==> src/rtl/pixel_diffusion_decryptor_if.sv <==
// Stream bundle for the pixel diffusion decryptor: frame control, keystream,
// ciphertext and plaintext handshakes.
interface pixel_diffusion_decryptor_if;
  logic        start;
  logic        busy;
  logic        done;
  logic [22:0] ks_data;
  logic        ks_valid;
  logic        ks_ready;
  logic [7:0]  ct_data;
  logic        ct_valid;
  logic        ct_ready;
  logic [7:0]  pt_data;
  logic        pt_valid;
  logic        pt_ready;
  logic        pt_last;

  modport master (
    output start, ks_data, ks_valid, ct_data, ct_valid, pt_ready,
    input  busy, done, ks_ready, ct_ready, pt_data, pt_valid, pt_last
  );

  modport slave (
    input  start, ks_data, ks_valid, ct_data, ct_valid, pt_ready,
    output busy, done, ks_ready, ct_ready, pt_data, pt_valid, pt_last
  );
endinterface

==> src/rtl/pixel_diffusion_decryptor.sv <==
// Undoes c[i] = ((p[i] + k[i]) mod 256) ^ c[i-1] on a ciphertext/keystream pair,
// one pixel per cycle, with a single registered output slot.
module pixel_diffusion_decryptor #(
  parameter int unsigned NUM_PIXELS = 65536,
  parameter logic [7:0]  IV         = 8'hA5
) (
  input logic                        clk,
  input logic                        rst,
  pixel_diffusion_decryptor_if.slave bus
);
  localparam int CNT_W = $clog2(NUM_PIXELS) + 1;
  localparam logic [CNT_W-1:0] LAST_IDX = CNT_W'(NUM_PIXELS - 1);

  typedef enum logic [1:0] {IDLE, RUN, DRAIN, DONE} state_t;

  state_t           state;
  logic [7:0]       prev_c;
  logic [CNT_W-1:0] count;
  logic [7:0]       pt_data_p1;
  logic             vld_p1;
  logic             last_p1;
  logic             busy_q;
  logic             done_q;
  logic             run;
  logic             out_free;
  logic             fire;

  function automatic logic [7:0] key_fold(input logic [22:0] ks);
    return ks[7:0] ^ ks[15:8] ^ {1'b0, ks[22:16]};
  endfunction

  // Modulo-256 subtraction: wrap is the intended inverse of the encryptor's add.
  function automatic logic [7:0] unchain(input logic [7:0] ct, input logic [7:0] prev,
                                         input logic [7:0] kb);
    logic [7:0] mixed;
    mixed = ct ^ prev;
    return mixed - kb;
  endfunction

  assign run      = (state == RUN);
  assign out_free = !vld_p1 || bus.pt_ready;
  assign fire     = run && bus.ct_valid && bus.ks_valid && out_free;

  // Both streams advance together; each ready only depends on the other side's valid.
  assign bus.ct_ready = run && bus.ks_valid && out_free;
  assign bus.ks_ready = run && bus.ct_valid && out_free;

  assign bus.pt_data  = pt_data_p1;
  assign bus.pt_valid = vld_p1;
  assign bus.pt_last  = last_p1;
  assign bus.busy     = busy_q;
  assign bus.done     = done_q;

  always_ff @(posedge clk or posedge rst) begin
    if (rst) begin
      state      <= IDLE;
      prev_c     <= IV;
      count      <= '0;
      busy_q     <= 1'b0;
      done_q     <= 1'b0;
      pt_data_p1 <= '0;
      vld_p1     <= 1'b0;
      last_p1    <= 1'b0;
    end else begin
      done_q <= 1'b0;
      case (state)
        IDLE: begin
          if (bus.start) begin
            state  <= RUN;
            prev_c <= IV;
            count  <= '0;
            busy_q <= 1'b1;
          end
        end
        RUN: begin
          if (fire) begin
            prev_c <= bus.ct_data;
            count  <= count + CNT_W'(1);
            if (count == LAST_IDX) state <= DRAIN;
          end
        end
        DRAIN: begin
          if (vld_p1 && bus.pt_ready) begin
            state  <= DONE;
            busy_q <= 1'b0;
            done_q <= 1'b1;
          end
        end
        DONE: state <= IDLE;
      endcase

      // p0 -> p1: recovered pixel enters the output slot
      if (fire) begin
        pt_data_p1 <= unchain(bus.ct_data, prev_c, key_fold(bus.ks_data));
        vld_p1     <= 1'b1;
        last_p1    <= (count == LAST_IDX);
      end else if (bus.pt_ready) begin
        vld_p1  <= 1'b0;
        last_p1 <= 1'b0;
      end
    end
  end
endmodule

==> src/flat_wrapper.sv <==
// flat-port wrapper written by rule: the top's interface ports become plain ports
module pixel_diffusion_decryptor_flat 
#(
  parameter int unsigned NUM_PIXELS = 65536,
  parameter logic [7:0]  IV         = 8'hA5
)
  (clk, rst, bus_start, bus_ks_data, bus_ks_valid, bus_ct_data, bus_ct_valid, bus_pt_ready, bus_busy, bus_done, bus_ks_ready, bus_ct_ready, bus_pt_data, bus_pt_valid, bus_pt_last);
  pixel_diffusion_decryptor_if bus_i ();
  input logic clk;
  input logic rst;
  input wire logic [$bits(bus_i.start)-1:0] bus_start;
  input wire logic [$bits(bus_i.ks_data)-1:0] bus_ks_data;
  input wire logic [$bits(bus_i.ks_valid)-1:0] bus_ks_valid;
  input wire logic [$bits(bus_i.ct_data)-1:0] bus_ct_data;
  input wire logic [$bits(bus_i.ct_valid)-1:0] bus_ct_valid;
  input wire logic [$bits(bus_i.pt_ready)-1:0] bus_pt_ready;
  output wire logic [$bits(bus_i.busy)-1:0] bus_busy;
  output wire logic [$bits(bus_i.done)-1:0] bus_done;
  output wire logic [$bits(bus_i.ks_ready)-1:0] bus_ks_ready;
  output wire logic [$bits(bus_i.ct_ready)-1:0] bus_ct_ready;
  output wire logic [$bits(bus_i.pt_data)-1:0] bus_pt_data;
  output wire logic [$bits(bus_i.pt_valid)-1:0] bus_pt_valid;
  output wire logic [$bits(bus_i.pt_last)-1:0] bus_pt_last;
  assign bus_i.start = bus_start;
  assign bus_i.ks_data = bus_ks_data;
  assign bus_i.ks_valid = bus_ks_valid;
  assign bus_i.ct_data = bus_ct_data;
  assign bus_i.ct_valid = bus_ct_valid;
  assign bus_i.pt_ready = bus_pt_ready;
  assign bus_busy = bus_i.busy;
  assign bus_done = bus_i.done;
  assign bus_ks_ready = bus_i.ks_ready;
  assign bus_ct_ready = bus_i.ct_ready;
  assign bus_pt_data = bus_i.pt_data;
  assign bus_pt_valid = bus_i.pt_valid;
  assign bus_pt_last = bus_i.pt_last;
  pixel_diffusion_decryptor #(.NUM_PIXELS(NUM_PIXELS), .IV(IV)) u_core (.clk(clk), .rst(rst), .bus(bus_i));
endmodule
==> config.mk <==
export PLATFORM = sky130hd
export DESIGN_NAME = pixel_diffusion_decryptor_flat
export DESIGN_NICKNAME = d
export VERILOG_FILES = /design/src/rtl/pixel_diffusion_decryptor_if.sv /design/src/rtl/pixel_diffusion_decryptor.sv /design/src/flat_wrapper.sv
export SDC_FILE = /design/constraint.sdc
export NUM_CORES = 1
export LEC_CHECK = 0
export ABC_AREA = 1
export BUFFER_PORTS_ARGS = -buffer_cell sky130_fd_sc_hd__buf_2
export CORE_UTILIZATION = 50
export DETAILED_ROUTE_END_ITERATION = 8
export PLACE_DENSITY = 0.77
export SKIP_LAST_GASP = 1
export SYNTH_ARGS = -nofsm -noshare
export SYNTH_HDL_FRONTEND = slang
export SYNTH_SLANG_ARGS = --single-unit
==> constraint.sdc <==
create_clock -name clk -period 1.8 [get_ports clk]
set_clock_uncertainty 0.15 [all_clocks]
set_input_delay 0.18 -clock clk [delete_from_list [all_inputs] [get_ports clk]]
set_output_delay 0.18 -clock clk [all_outputs]
set_load 0.02 [all_outputs]
==> metrics.txt <==
Sum Neg Setup Slack -0.142 ns; first-pass GRT wire length approximately 10000 microns; GR Util met1 0.280; largest cells by area after synthesis dfrtp_1 33%, nand2_1 19%, inv_1 8.1%, ha_1 5.7%, xor2_1 5.0%; Avg Synthesized Cell Area 6.92 sq um; CP startpoint kind flip-flop; Worst Path Arrival about 1.9 ns; Worst Hold Launch bus_ct_data[6]; CTS sink count 39; DR pass1 iterations 4; Lkg Pwr between 0.0015 and 0.002 uW; top cell type by total area after synthesis dfrtp_1; DP HPWL around 4400 microns; Critical Path Most Common Cell nand2_1; ANT nets after route 0; depth of the worst register-to-register path 11; clk slew on worst S/H paths ~0.08 ns; Critical R2R Launch u_core.prev_c[0]; Core Footprint roughly 5000 sq um; worst-path maximum fanout 3; asr flop ratio synth 1.00; synth cell count leaders 137 x nand2_1, 57 x inv_1, 35 x dfrtp_1, 29 x nor2_1, 24 x nand3_1; Worst Setup End Kind flip-flop; fin crit share 1.05; Distinct cells, synth 25; initial antenna violation count 0; diode count 0; worst-path cell chain xnor2_1, ha_2, fa_2, inv_2, nand2_2, nand3_2, nand3_2, nand2_1, nand2_1, nand3_1, nand2_1; Compound-Gate Fraction of Synth Area 0.0849; IO buf count 50; power per cell area 1390 nW/um^2; final worst slack -0.0958 ns; clk root buf clkbuf_8; GR Overflow Total 0; Crit path largest cell delay 0.55 ns; met3 usage 0.0361; overall power a little over 5000 uW; largest family of logic cells by synthesized area simple AND/OR/NAND/NOR gates; worst-skew pair later-pin latency ~0.29 ns; 1st-iter DRT viols approximately 100; Reg-to-Reg End u_core.bus.pt_data[6]; maximum number of pins on one net before global-route repair 40; Reg area slightly below 1000 sq um; Crit Path Category flip-flop to flip-flop; Initial Utilization 0.516; synthesized net count about 430; Final Hold Fails 0; Die W roughly 75 microns; final setup fails 3; Vias/cell around 4.9; Wirelength per Cell roughly 12 microns; area of the multi-input gates roughly 1600 sq um; Slew headroom 0.671; GRT busiest layer met2; max-slew violations 0; vias 2689; failing checks setup timing; multiplexer area fraction after synthesis 0; Mapped Cells ~380; VDD IR-drop max between 0.5 and 0.6 mV; flops & latches, synth 39; Ys Warns 0; Required @ worst endpoint 1.85 ns; Max-cap violations 0; Hold Path Class primary input to flip-flop; synthesized cell area roughly 2600 sq um; ys flop type dfrtp_1; Worst-Margin Slew 0.493 ns; htree depth 2; WL final between 6000 and 7000 microns; maximum clock rate around 0.53 GHz; # IOs a little over 50; count leader, synth nand2_1; EDFF count, synth 0; Hold EP u_core.prev_c[6]; die area 5570 sq um; Nets roughly 530; WHS Path Cells 3; DIE HEIGHT around 75 microns; vias in the first global route approximately 2400; RSZ-0062 raised after global routing true; DRC viols 0; Seq/Total Area, Yosys 0.372; Area Overhead vs Synth 40.4%; area share of the largest cell type after synthesis 0.332; layout cells sized above 1 0.311; total global-route track usage 0.234; xor-xnor portion of the synthesized cell area 0.0731; CTS buffer count 5; row count 26; r2r setup slk -0.1 ns; Simple-Gate Fraction of Synth Area 0.308; Max clock buf depth 2; # fillers slightly below 400; Placer Congestion roughly 0.90; Final Critical Period approximately 1.9 ns; Critical-path top delay cell dfstp_2; grt met2 use 0.424; adder-cell share of the synthesized area 0.0645; outcome finished, violations left; CTS tree yes
==> metrics by stage <==
stage,utilization,hold slack (ns),area [sq um],setup slack (ns),std cells
2_1_floorplan,-,0.158,2670,-0.00920,381
3_3_place_gp,0.628,0.180,3210,-0.154,521
3_5_place_dp,0.628,0.177,3210,-0.171,521
4_1_cts,0.685,0.00384,3500,-0.0823,540
5_1_grt,0.725,0.0293,3700,-0.200,549
6_report,0.725,0.00454,3700,-0.0958,549
==> layout make-up <==
class,count,area share
Inverter,58,0.0588
Timing Repair Buffer,97,0.190
Clock buffer,6,0.0223
Tap cell,70,0.0236
Multi-Input combinational cell,277,0.431
Sequential cell,39,0.265
Clock inverter,2,0.00946
==> placed cells by master (no fill, tap or decap), types with 2 or more instances in the layout <==
cell type	netlist	routed
a21oi_1	15	12
a21oi_2	0	3
buf_12	0	3
buf_2	1	49
buf_4	3	36
buf_6	0	3
clkbuf_8	0	6
dfrtp_1	35	35
dfstp_2	4	4
dlygate4sd3_1	0	4
ha_1	12	7
ha_2	0	2
ha_4	0	3
inv_1	57	51
inv_2	1	7
nand2_1	137	128
nand2_2	2	6
nand2_4	0	5
nand3_1	24	17
nand3_2	0	5
nand3_4	0	2
nand3b_1	3	3
nor2_1	29	27
nor2_4	0	3
o21ai_0	12	11
o21ai_1	10	9
o21ai_2	0	2
o21bai_1	3	3
xnor2_1	7	7
xor2_1	15	15
==> flip-flops by register name (all words and copies together), names as in the netlist <==
name,flops
u_core.count,17
u_core.bus.pt_data,8
u_core.prev_c,8
u_core.state,2
u_core.bus.busy,1
u_core.bus.done,1
u_core.bus.pt_last,1
u_core.bus.pt_valid,1
==> worst max-delay path, delay by kind of cell, from the launching register on <==
| family | cells | cell delay, ns |
|---|---|---|
| flops | 1 | 0.55 |
| fa+ha+maj | 2 | 0.53 |
| simple gates | 7 | 0.44 |
| xor+xnor | 1 | 0.07 |
| buf+inv | 1 | 0.06 |
==> logic make-up after synthesis <==
| kind of cell | count (synthesis) |
|---|---|
| and+or+nand+nor | 201 |
| buffers and inverters | 65 |
| AOI/OAI and AO/OA | 41 |
| DFF | 39 |
| xor gates and xnor gates | 22 |
| adders and majority gates | 13 |
==> report_power, final <==
| group | switching [uW] | internal, uW |
|---|---|---|
| clock network | 321 | 449 |
| logic | 1690 | 1400 |
| registers | 151 | 1120 |
| total | 2160 | 2970 |
==> routing by layer <==
layer  wire length [microns]  part of all wire
met5                       0                 0
met4                     172             0.025
met2                    3480              0.51
met1                    2860              0.42
met3                     301             0.044
==> worst max path at each step <==
stage	from	endpoint	slack [ns]
2_1_floorplan	u_core.count[0]	u_core.state[1]	-0.009
3_3_place_gp	bus_ks_data[0]	u_core.bus.pt_data[6]	-0.15
3_5_place_dp	bus_ks_data[0]	u_core.bus.pt_data[6]	-0.17
4_1_cts	u_core.prev_c[0]	u_core.bus.pt_data[6]	-0.08
5_1_grt	u_core.prev_c[0]	u_core.bus.pt_data[6]	-0.20
6_report	u_core.prev_c[0]	u_core.bus.pt_data[6]	-0.1
==> what timing repair did <==
item / CTS / global route
gates cloned: 1 / 1
hold buffers: 4 / 0
setup endpoints to repair: 14 / 36
pin swaps: 5 / 22
hold endpoints to repair: 38 / 0
resized for setup: 15 / 34
buffers inserted: 6 / 8
Note: power is estimated with default switching activity, not from simulation.
